File: src/rtl/controlador_venda.sv
// controlador_venda: vending machine sequencer.
// Collects a two-key product code, accumulates coin credit in 25c units,
// dispenses when the credit covers the price and returns change one pulse per unit.
// Optional stock check: define MAQ_ESTOQUE_EN to add estoque_vazio/erro_estoque.
module controlador_venda #(
  parameter int CREDITO_W      = 5,
  parameter int PRECO_W        = 5,
  parameter int TIMEOUT_CICLOS = 50000000
) (
  input  logic                 clk,
  input  logic                 reset_n,
  input  logic [3:0]           tecla,
  input  logic                 cent25,
  input  logic                 cent50,
  input  logic                 real1,
  input  logic                 cancela,
  input  logic [PRECO_W-1:0]   preco,
`ifdef MAQ_ESTOQUE_EN
  input  logic                 estoque_vazio,
  output logic                 erro_estoque,
`endif
  output logic [3:0]           codigoProduto,
  output logic                 codigo_valido,
  output logic [CREDITO_W-1:0] credito,
  output logic                 libera,
  output logic                 troco_pulso,
  output logic                 rejeita_moeda,
  output logic                 ocupado
);

  localparam int LW = (CREDITO_W > PRECO_W) ? CREDITO_W : PRECO_W;
  localparam int TW = $clog2(TIMEOUT_CICLOS) + 1;

  typedef enum logic [2:0] {OCIOSO, DIGITO2, PAGAMENTO, LIBERA, TROCO} estado_t;

  estado_t              estado, prox;
  logic [3:0]           tecla_q;
  logic                 cent25_q, cent50_q, real1_q, cancela_q;
  logic [3:0]           tecla_sub;
  logic                 tecla_ok;
  logic [1:0]           tecla_cod;
  logic [2:0]           moedas;
  logic                 cancela_sub;
  logic [CREDITO_W:0]   soma;
  logic                 estouro;
  logic [CREDITO_W-1:0] base;
  logic [LW-1:0]        base_l, preco_l;
  logic                 atividade, timeout;
  logic [TW-1:0]        cnt;
  logic                 troco_alto, alto_prox;
  logic [PRECO_W-1:0]   preco_q, preco_prox;
  logic [CREDITO_W-1:0] cred_prox;
  logic [3:0]           cod_prox;
  logic                 val_prox;
`ifdef MAQ_ESTOQUE_EN
  logic                 erro_prox;
`endif

  assign tecla_sub   = tecla & ~tecla_q;
  assign tecla_ok    = $onehot(tecla_sub);
  // Coin weights 1/2/4 line up with bit positions, so the edge vector is the sum.
  assign moedas      = {real1 & ~real1_q, cent50 & ~cent50_q, cent25 & ~cent25_q};
  assign cancela_sub = cancela & ~cancela_q;
  assign soma        = {1'b0, credito} + (CREDITO_W+1)'(moedas);
  assign estouro     = soma[CREDITO_W];
  assign base        = estouro ? credito : soma[CREDITO_W-1:0];
  assign base_l      = LW'(base);
  assign preco_l     = LW'(preco);
  assign atividade   = (|tecla_sub) | (|moedas);
  assign timeout     = ((estado == DIGITO2) || (estado == PAGAMENTO)) &&
                       (cnt == TW'(TIMEOUT_CICLOS - 1)) && !atividade;

  assign libera      = (estado == LIBERA);
  assign troco_pulso = (estado == TROCO) && troco_alto;
  assign ocupado     = (estado != OCIOSO);

  // Encode the single pressed key as its index.
  always_comb begin
    tecla_cod = '0;
    for (int unsigned i = 0; i < 4; i++)
      if (tecla_sub[i]) tecla_cod = 2'(i);
  end

  // Next state and next datapath values; credit always includes this cycle's accepted coins.
  always_comb begin
    prox       = estado;
    cred_prox  = base;
    cod_prox   = codigoProduto;
    val_prox   = codigo_valido;
    preco_prox = preco_q;
    alto_prox  = troco_alto;
`ifdef MAQ_ESTOQUE_EN
    erro_prox  = 1'b0;
`endif
    case (estado)
      OCIOSO: begin
        if (tecla_ok) begin
          cod_prox[3:2] = tecla_cod;
          prox          = DIGITO2;
        end else if (cancela_sub && (base != '0)) begin
          prox = TROCO;
        end
      end
      DIGITO2: begin
        if (tecla_ok) begin
          cod_prox[1:0] = tecla_cod;
          val_prox      = 1'b1;
          prox          = PAGAMENTO;
        end else if (cancela_sub || timeout) begin
          cod_prox = '0;
          val_prox = 1'b0;
          prox     = (base != '0) ? TROCO : OCIOSO;
        end
      end
      PAGAMENTO: begin
`ifdef MAQ_ESTOQUE_EN
        if (estoque_vazio) begin
          erro_prox = 1'b1;
          cod_prox  = '0;
          val_prox  = 1'b0;
          prox      = (base != '0) ? TROCO : OCIOSO;
        end else
`endif
        if (base_l >= preco_l) begin
          preco_prox = preco;
          prox       = LIBERA;
        end else if (cancela_sub || timeout) begin
          cod_prox = '0;
          val_prox = 1'b0;
          prox     = (base != '0) ? TROCO : OCIOSO;
        end
      end
      LIBERA: begin
        cred_prox = CREDITO_W'(base_l - LW'(preco_q));
        val_prox  = 1'b0;
        prox      = (cred_prox != '0) ? TROCO : OCIOSO;
      end
      TROCO: begin
        if (troco_alto) begin
          cred_prox = base - CREDITO_W'(1);
          alto_prox = 1'b0;
        end else begin
          alto_prox = 1'b1;
          if (base == '0) prox = OCIOSO;
        end
      end
      default: prox = OCIOSO;
    endcase
    if ((prox == TROCO) && (estado != TROCO)) alto_prox = 1'b1;
  end

  // State, edge history, credit and code registers.
  always_ff @(posedge clk or negedge reset_n) begin
    if (!reset_n) begin
      estado        <= OCIOSO;
      tecla_q       <= '0;
      cent25_q      <= 1'b0;
      cent50_q      <= 1'b0;
      real1_q       <= 1'b0;
      cancela_q     <= 1'b0;
      credito       <= '0;
      codigoProduto <= '0;
      codigo_valido <= 1'b0;
      rejeita_moeda <= 1'b0;
      preco_q       <= '0;
      troco_alto    <= 1'b0;
    end else begin
      estado        <= prox;
      tecla_q       <= tecla;
      cent25_q      <= cent25;
      cent50_q      <= cent50;
      real1_q       <= real1;
      cancela_q     <= cancela;
      credito       <= cred_prox;
      codigoProduto <= cod_prox;
      codigo_valido <= val_prox;
      rejeita_moeda <= estouro;
      preco_q       <= preco_prox;
      troco_alto    <= alto_prox;
    end
  end

  // Inactivity counter for the code-entry and payment states.
  always_ff @(posedge clk or negedge reset_n) begin
    if (!reset_n)
      cnt <= '0;
    else if ((prox != estado) || atividade)
      cnt <= '0;
    else if ((estado == DIGITO2) || (estado == PAGAMENTO))
      cnt <= cnt + TW'(1);
  end

`ifdef MAQ_ESTOQUE_EN
  // Out-of-stock pulse, registered.
  always_ff @(posedge clk or negedge reset_n) begin
    if (!reset_n) erro_estoque <= 1'b0;
    else          erro_estoque <= erro_prox;
  end
`endif

endmodule

File: config.mk
export PLATFORM = sky130hd
export DESIGN_NAME = controlador_venda
export DESIGN_NICKNAME = d
export VERILOG_FILES = /design/src/rtl/controlador_venda.sv
export SDC_FILE = /design/constraint.sdc
export NUM_CORES = 1
export LEC_CHECK = 0
export BUFFER_PORTS_ARGS = -buffer_cell sky130_fd_sc_hd__buf_2
export CORE_ASPECT_RATIO = 1.4
export CORE_UTILIZATION = 43
export CTS_CLUSTER_SIZE = 40
export DETAILED_ROUTE_END_ITERATION = 6
export GPL_ROUTABILITY_DRIVEN = 0
export GPL_TIMING_DRIVEN = 0
export PLACE_DENSITY_LB_ADDON = 0.3
export SLEW_MARGIN = 40
export SYNTH_ARGS = -nofsm -noshare
export SYNTH_HDL_FRONTEND = slang
export SYNTH_SLANG_ARGS = --single-unit
File: constraint.sdc
create_clock -name clk -period 5.1 [get_ports clk]
set_input_delay 1.53 -clock clk [delete_from_list [all_inputs] [get_ports clk]]
set_output_delay 1.53 -clock clk [all_outputs]
set_load 0.02 [all_outputs]
## Word-level counts from Yosys, hierarchy flattened

Cells that the tools add are included.

| storage, ports and cells | value |
|---|---|
| register bits after elaboration | 55 |
| output and inout bits | 14 |
| logic and storage cells | 102 |

| cells by class | value |
|---|---|
| $add $sub $neg | 7 |
| $lt $le $gt $ge | 1 |
| eq/ne operators | 12 |
| multiplexer cells | 32 |
| bitwise logic cells | 11 |
| reduce and logical (&&, ||, !) cells | 25 |

Operators by type and width:

| kind | number |
|---|---|
| $mux 27 | 2 |
| $add 27x1->27 const B | 1 |
| $eq 27x26->1 const B | 1 |
| $mux 3 | 9 |
| $pmux 3 s5 | 1 |
| $mux 2 | 5 |
| $mux 5 | 2 |
| $pmux 5 s2 | 1 |
| $reduce_bool 5->1 | 2 |
| $reduce_bool 3->1 | 3 |
| $mux 4 | 2 |
| $mux 1 | 7 |
| $add 5x3->6 | 1 |
| $eq 3x1->1 const B | 2 |
| $eq 3x2->1 const B | 2 |
| $eq 3x3->1 const B | 2 |
| $ne 2x2->1 const B | 3 |
| $pmux 2 s3 | 1 |
| $reduce_and 2->1 | 3 |
| $reduce_bool 2->1 | 3 |
| $ge 5x5->1 | 1 |
| $logic_and 1x1->1 | 5 |
| $logic_not 5->1 | 1 |
| $sub 5x1->5 const B | 1 |
| other kinds (18) | 27 |

## Depth between registers and ports, before layout

Gate-level depths: netlist of run 1.

| depth | value |
|---|---|
| depth in word-level cells | 13 |
| gate-level depth with buffers | 16 |

## Least setup slack after synthesis of run 1

OpenSTA, ideal clock, no wires.

| timing | value |
|---|---|
| path type | input to register |
| start | input cent50 |
| end | register cnt[3] |
| arrival time | 4810 ps |
| required time | 5031 ps |
| path slack | 221 ps |
| stages | 16 |
| cells stage by stage | nor2b_1 > ha_1 > a211oi_1 > nor3_1 > mux2i_1 > ha_1 > inv_1 > fa_1 > a21oi_1 > nand4_1 > o311ai_1 > xnor2_1 > o21ai_1 > o211ai_4 > buf_8 > nor2_2 |

| between the ends | value |
|---|---|
| elaborated cells on any way between the ends | 28 |

RTL lines:

| item | RTL line | text |
|---|---|---|
| start, declared | 14 | `input logic cent50,` |
| $and 1x1->1 * | 62 | `assign moedas = {real1 & ~real1_q, cent50 & ~cent50_q, cent25 & ~cent25_q};` |
| $add 5x3->6 * | 64 | `assign soma = {1'b0, credito} + (CREDITO_W+1)'(moedas);` |
| via soma[5] | 44 | `logic [CREDITO_W:0] soma;` |
| $mux 5 * | 66 | `assign base = estouro ? credito : soma[CREDITO_W-1:0];` |
| branches (longest 4 deep; another with $sub 5x5->5) | -- |  |
| $pmux 3 s5 * | 95 | `case (estado)` |
| $ne 3x3->1 * | 187 | `else if ((prox != estado) \|\| atividade)` |
| $logic_or 1x1->1 * | 187 |  |
| $mux 27 / $reduce_bool 2->1 (equally long branches) | -- |  |
| end signal, assigned | 190 | `cnt <= cnt + TW'(1);` |
| end, declared | 49 | `logic [TW-1:0] cnt;` |

Mark *: on every way through the listed nets, which the timed path passes.
A chain may end at the register's enable or synchronous reset.

## Worst setup path after layout of run 1

| timing | value |
|---|---|
| start | input real1 |
| end | register cnt[2] |

| between the ends | value |
|---|---|
| elaborated cells on any way between the ends | 28 |

RTL lines:

| item | RTL line | text |
|---|---|---|
| start, declared | 15 | `input logic real1,` |
| $and 1x1->1 * | 62 |  |
| $add 5x3->6 * | 64 |  |
| via soma[5] | 44 |  |
| $mux 5 * | 66 |  |
| branches (longest 4 deep; another with $sub 5x5->5) | -- |  |
| $pmux 3 s5 * | 95 |  |
| $ne 3x3->1 * | 187 |  |
| $logic_or 1x1->1 * | 187 |  |
| $mux 27 / $reduce_bool 2->1 (equally long branches) | -- |  |

Marked as above.

==> results of run 1 <==
stage by stage:
stage	utilization (%)	total power, mW	setup TNS, ns	area (µm²)
after detailed placement	47.6	1.72	-19.53	3850
after global routing	50.4	2.32	0	4080
after floorplan	-	1.44	0	3580
final	50.4	2.16	0	4080
after global placement	47.5	1.70	-16.21	3850
after CTS	49.8	2.11	0	4030
logic make-up (layout without fill, tap and decap cells):
kind of cell | Yosys count | count (layout)
flip-flops | 55 | 55
buffers and inverters | 32 | 70
multiplexers | 5 | 5
AO/OA/AOI/OAI | 73 | 73
AND/OR/NAND/NOR | 162 | 162
adder cells (fa/ha/maj) | 18 | 18
XOR/XNOR | 35 | 35
cells in the final DEF, fill, tap and decap left out, drive strengths merged, types with 3 or more instances in the layout:
master  netlist  layout
and4          5       5
o21ai        14      14
clkbuf        5      12
fa            3       3
and2          4       4
xnor2        17      17
buf           8      38
a22oi         3       3
nand3        13      13
nand2b        9       9
a21oi        16      16
mux2i         3       3
a31oi         7       7
nor3          7       7
or2           3       3
nor2         53      53
xor2         18      18
o22ai         4       4
a211oi        5       5
o21a          3       3
dfrtp        55      55
inv          19      19
nand4        11      11
nor2b         8       8
and3          7       7
nand2        32      32
ha           14      14
routing by layer:
metal / wire (µm) / global-route usage, % / up-vias
met2: 4280 / 36.9 / 31
li1: - / - / 1411
met4: 142 / 9.35 / 0
met1: 3200 / 20.3 / 1416
met3: 108 / 2.88 / 8
met5: 0 / 0 / -
layout make-up:
cell class | count | share of cell area (%)
Buffer | 13 | 2.36
Clock buffer | 7 | 3.49
Sequential cell | 55 | 33.7
Timing Repair Buffer | 30 | 3.86
Inverter | 19 | 1.75
Tap cell | 102 | 3.13
Clock inverter | 1 | 0.215
Multi-Input combinational cell | 293 | 51.5
worst paths after layout:
check / startpoint / end / depth (start not counted)
min reg2reg: codigoProduto[3] / codigoProduto[3] / 2
max reg2reg: credito[2] / cnt[2] / 15
min: codigoProduto[3] / codigoProduto[3] / 2
min in group asynchronous: reset_n / rejeita_moeda / 1
max in group asynchronous: reset_n / estado[0] / 1
max: real1 / cnt[2] / 17
flip-flops by register name, summed over array words and instances (netlist names):
signal         cells
codigoProduto      4
codigo_valido      1
estado             3
cnt               27
cent50_q           1
credito            5
real1_q            1
tecla_q            4
cent25_q           1
troco_alto         1
rejeita_moeda      1
cancela_q          1
preco_q            5
synthesized netlist by cell type, types with 4 or more instances:
| master | instances | area share [%] |
|---|---|---|
| ha_1 | 14 | 4.9 |
| xnor2_1 | 17 | 4.2 |
| nor3_1 | 6 | 0.84 |
| a211oi_1 | 4 | 0.84 |
| xor2_1 | 18 | 4.4 |
| nor2_2 | 20 | 3.5 |
| nor2_1 | 33 | 3.5 |
| clkbuf_1 | 5 | 0.52 |
| o21ai_0 | 11 | 1.5 |
| dfrtp_1 | 55 | 38 |
| nand2_1 | 31 | 3.2 |
| nand2b_1 | 8 | 1.4 |
| nand3_1 | 13 | 1.8 |
| nand4_1 | 11 | 1.9 |
| inv_1 | 19 | 2.0 |
| and3_1 | 7 | 1.2 |
| nor2b_1 | 7 | 1.2 |
| a21oi_1 | 15 | 2.1 |
| a31oi_1 | 6 | 1.0 |
| and4_1 | 5 | 1.2 |
| o22ai_1 | 4 | 0.70 |
timing repair:
item,in CTS,in global routing
pin swaps,0,2
gates resized for setup,5,6
setup endpoints to repair,33,27
buffers inserted,0,2
power groups by stage:
stage	Combinational [mW]	Sequential, mW	Clock [mW]
after detailed placement	1.15	0.569	0
after floorplan	0.839	0.604	0
final	1.24	0.564	0.350
after CTS	1.18	0.563	0.362
after global routing	1.37	0.574	0.375
after global placement	1.13	0.568	0
critical path: cells and delay by family:
kind / cells / cell delay (ns)
compound gates: 4 / 0.73
xor+xnor: 1 / 0.17
fa+ha+maj: 3 / 1.05
buf+inv: 3 / 0.37
mux: 1 / 0.37
simple gates: 5 / 0.88
==> summary.txt, run 1 <==
Run status
  • Outcome: finished, final reports clean

Power and ir drop
  • Clk pwr share: 16.2%
  • Leak: 1.71 nW
  • Switching share of power: 43.7%
  • Peak supply drop: 0.286 mV
  • Pwr dens: 529 nW/µm²
  • Switch Pwr: 943 µW
  • Combinational share of power: 57.6%
  • Internal cell power: 1.21 mW
  • Sequential cell fraction of total power: 26.1%

Worst setup path
  • Critical path class: input port to register
  • Crit path max-delay cell type: fa_1
  • Max incr delay on CP: 0.47 ns
  • Element type at the critical path end: register
  • Startpoint Class: input port
  • Critical Path AT: 5.11 ns
  • CP most frequent cell: ha_1
  • Req. time, crit path: 5.32 ns
  • Worst reg-to-reg setup slack: 1.22 ns
  • Crit-path cells: buf_2, nor2b_4, ha_1, nor2_1, nor3_4, mux2i_4, ha_1, inv_1, fa_1, a21oi_1, nand4_1, o311ai_2, xnor2_1, o21ai_2, o211ai_4, buf_8, nor2_2
  • Crit-path max FO: 10

Timing
  • Max-slew violations: 0
  • Period utilization: 95.9%
  • Final hold violations: 0
  • Fmax: 0.205 GHz
  • Min setup slack post-route: 0.210 ns
  • Hold WS: 0.481 ns
  • Final Skew: 0.00576 ns
  • Setup violators final: 0
  • Min Tclk post-route: 4.89 ns
  • RSZ-0062 raised after global routing: no
  • Worst-Margin Slew: 0.717 ns
  • Slew HR: 52.2%

Drt
  • Detailed-route via count: 2866
  • Final Routed Wirelength: 7730 µm
  • Vias per inst: 5.51
  • Drt wl/cell: 14.9 µm
  • Initial DRC Count: 120
  • Residual DRC: 0
  • Routed Antenna Nets: 0
  • Drt pass-1 iters: 4

Layout
  • Multi-input logic area: 2100 µm²
  • Nets: 449
  • Share of cells above drive strength 1: 21.8%
  • FILL cells: 815
  • Post-route insts no fill: 520
  • Sequential Area: 1380 µm²
  • Number of diodes: 0
  • Area Overhead vs Synth: 13.9%

Placed design
  • Post-Place Cells: 510
  • Dpl hpwl: 5820 µm
  • Number of I/O port buffers: 28
  • Pre-CTS setup slack: -0.637 ns

Clocking
  • Clk root buf: clkbuf_16
  • Reg clk slew, reported paths: 0.07 ns
  • Sink Count: 55
  • CTS tree: built
  • H-Tree Depth: 2
  • Hold_buf cts: 0
  • Clock insertion delay at the later pin of the skew report: 0.29 ns
  • CTS max path bufs: 2
  • Cts bufs inserted: 5

Synthesis
  • Complex-gate fraction of the synthesized area: 15.2%
  • Post-Synthesis Cell Area: 3580 µm²
  • Yosys Warn Count: 0
  • Post-synth EDFFs: 0
  • Syn Inst Count: 380
  • Mapped Nets: 412
  • Seq cells post-synth: 55
  • Share of flip-flops with an asynchronous set or reset: 100%
  • Xor-xnor portion of the synthesized cell area: 8.56%
  • Syn avg cell area: 9.43 µm²
  • Adder-Cell Fraction of Synth Area: 6.85%
  • Synth cell types: 70
  • Largest family of logic cells by synthesized area: simple AND/OR/NAND/NOR gates
  • Post-synthesis sequential area ratio: 38.4%
  • Multiplexer share of the synthesized area: 1.47%
  • Simple-Gate Fraction of Synth Area: 24.9%
  • Ys flop type: dfrtp_1

Die
  • Num rows: 39
  • Die H: 110 µm
  • Initial Util: 44.2%
  • Die span in x: 79.1 µm
  • Core area: 8100 µm²
  • I/O pin cnt: 29
  • DIE AREA: 8710 µm²

GRT
  • Vias in the first global route: 2847
  • Grt ovf: 0
  • Total GRT Usage: 19.3%
  • Pin count of the biggest net entering global routing: 56
  • Initial antenna violation count: 0
  • First-pass GRT wire length: 13000 µm

Hold path
  • Hold Path Class: register to register

Job
  • Max-Cap Viols: 0
Power figures use the tool's default switching activity.
==> inputs of run 2 (changes only) <==
Settings changed: BUFFER_PORTS_ARGS -buffer_cell sky130_fd_sc_hd__buf_2 to -buffer_cell sky130_fd_sc_hd__buf_4.
Clock period 5.1 ns to 4.4 ns, I/O delays scaled along.
==> run 2 against run 1 <==
  * Wire length increased by 8.1%
  * Sequential power increased by 19%
  * Flip-flop and latch count unchanged
==> summary.txt, run 2 (synthesized netlist as in run 1, its figures left out) <==
Drt
  • Residual DRC: 0
  • Initial DRC Count: 150
  • Detailed-route via count: 2937
  • Routed Antenna Nets: 0
  • Final Routed Wirelength: 8350 µm
  • Drt wl/cell: 15.8 µm
  • Drt pass-1 iters: 4
  • Vias per inst: 5.56

Worst setup path
  • Critical path class: input port to register
  • Critical Path AT: 4.59 ns
  • Req. time, crit path: 4.63 ns
  • Buffers plus inverters on the worst setup path: 4
  • Crit-path cells: buf_6, nor2b_4, ha_4, a211oi_4, nor3_4, buf_6, mux2i_4, ha_2, inv_2, fa_2, a21oi_2, nand4_1, o311ai_4, xnor2_2, o21ai_2, o211ai_4, buf_4, nor2_1
  • CP delay by family, top: compound AO/OA/AOI/OAI gates
  • Crit path max-delay cell type: fa_2
  • Max incr delay on CP: 0.39 ns
  • Reg-to-reg critical path startpoint: credito[1]
  • Worst reg-to-reg setup slack: 0.75 ns
  • R2r endpoint: cnt[8]
  • Element type at the critical path end: register
  • Crit-path max FO: 7
  • R2R cell count: 16
  • Startpoint Class: input port
  • CP most frequent cell: buf_6

Die
  • Num rows: 39
  • Die span in x: 79.1 µm
  • Die H: 110 µm
  • Core area: 8100 µm²
  • I/O pin cnt: 29
  • DIE AREA: 8710 µm²
  • Initial Util: 44.2%

Job
  • Max-Cap Viols: 0

Clocking
  • Reg clk slew, reported paths: 0.07 ns
  • Clock insertion delay at the later pin of the skew report: 0.30 ns
  • CTS tree: built
  • Sink Count: 55
  • H-Tree Depth: 2
  • CTS max path bufs: 2
  • Cts bufs inserted: 5
  • Hold_buf cts: 0
  • Clk root buf: clkbuf_16

Timing
  • Setup violators final: 0
  • Period utilization: 99.1%
  • Max-slew violations: 0
  • RSZ-0062 raised after global routing: yes
  • Min Tclk post-route: 4.36 ns
  • Slew HR: 52.8%
  • Worst-Margin Slew: 0.708 ns
  • Hold WS: 0.497 ns
  • Fmax: 0.229 GHz
  • Final hold violations: 0
  • Final Skew: 0.00738 ns

Placed design
  • Number of I/O port buffers: 28
  • Dpl hpwl: 5940 µm

Layout
  • Largest register FFs: 27
  • Nets: 457
  • Number of diodes: 0
  • Largest regs: cnt (27), credito (5), preco_q (5)
  • Share of cells above drive strength 1: 26.8%
  • Area Overhead vs Synth: 21.5%
  • Top reg by flops: cnt
  • Commonest non-fill, non-tap cell in the layout: dfrtp_1
  • Most frequent cells in the layout: dfrtp_1, buf_4, nor2_1

Power and ir drop
  • Leak: 1.82 nW
  • Peak supply drop: 0.366 mV
  • Pwr dens: 624 nW/µm²
  • Power, Total: 2.72 mW

GRT
  • Vias in the first global route: 2875
  • Pin count of the biggest net entering global routing: 56
  • First-pass GRT wire length: 13500 µm
  • Total GRT Usage: 20.2%
  • Grt ovf: 0
  • Initial antenna violation count: 0

Hold path
  • Hold depth: 2
  • Endpoint, Worst Hold: preco_q[3]
  • Hold path start: preco_q[3]
  • Hold Path Class: register to register

Run status
  • Outcome: finished, final reports clean
## run 2: changes by cell type in the layout (fill, tap and decap cells not counted), moves of 2 or more
| cell | before | now |
|---|---|---|
| buf_6 | 2 | 5 |
| ha_2 | 0 | 2 |
| buf_2 | 29 | 2 |
| buf_4 | 5 | 35 |
| inv_6 | 0 | 2 |
| a21oi_2 | 0 | 3 |
| ha_4 | 0 | 2 |
| a21oi_1 | 15 | 12 |
| clkbuf_16 | 5 | 7 |
| ha_1 | 14 | 10 |
## run 2: cell type report
| cell class | count | area [µm²] |
|---|---|---|
| clock inverter | 2 | 17.5 |
| clock buffer | 6 | 139 |
| inverter | 19 | 71.3 |
| buffer | 13 | 96.3 |
| multi-input combinational | 293 | 2190 |
| tap | 102 | 128 |
| timing repair buffer | 38 | 332 |
| fill | 722 | 3750 |
| sequential | 55 | 1380 |
## run 2: where the power goes
group          internal (mW)  switching, mW
clock                  0.231          0.196
sequential             0.590         0.0791
combinational          0.705          0.916
total                   1.53           1.19
## run 2: worst min-delay path, delay by kind of cell, from the launching register on
kind | cells | cell delay [ns]
compound gates | 1 | 0.07
simple gates | 1 | 0.04
flops | 1 | 0.35
## run 2: timing repair
action / in CTS / in global routing
endpoints found under the setup margin: 39 / 34
gates cloned: 0 / 2
setup buffers: 4 / 4
resized for setup: 13 / 17
pin swaps: 8 / 10
## run 2: worst max-delay path by stage
stage / from / endpoint / depth (start not counted)
CTS: cent50 / cnt[3] / 17
finish: cent50 / cnt[8] / 18
floorplan: cent50 / preco_q[0] / 13
global placement: cent50 / cnt[20] / 15
detailed placement: cent50 / cnt[16] / 15
global route: cent50 / cnt[25] / 18
## run 2: stage by stage
step | setup TNS [ns] | instances | utilization (%) | setup WS (ns) | area (µm²)
CTS | 0 | 522 | 51.8 | 0.00639 | 4190
global placement | -20.12 | 510 | 48.6 | -0.603 | 3940
finish | 0 | 528 | 53.7 | 0.0409 | 4350
detailed placement | -22.34 | 510 | 48.6 | -0.660 | 3940
global route | -1.51 | 528 | 53.7 | -0.0804 | 4350
floorplan | 0 | 380 | - | 0.00398 | 3600
## run 2: per-layer routing
metal / vias up / wire length, µm / global-route usage (%)
met5: - / 0 / 0
met3: 19 / 261 / 3.05
met1: 1416 / 3380 / 22.0
li1: 1426 / - / -
met4: 0 / 278 / 10.5
met2: 76 / 4430 / 37.5
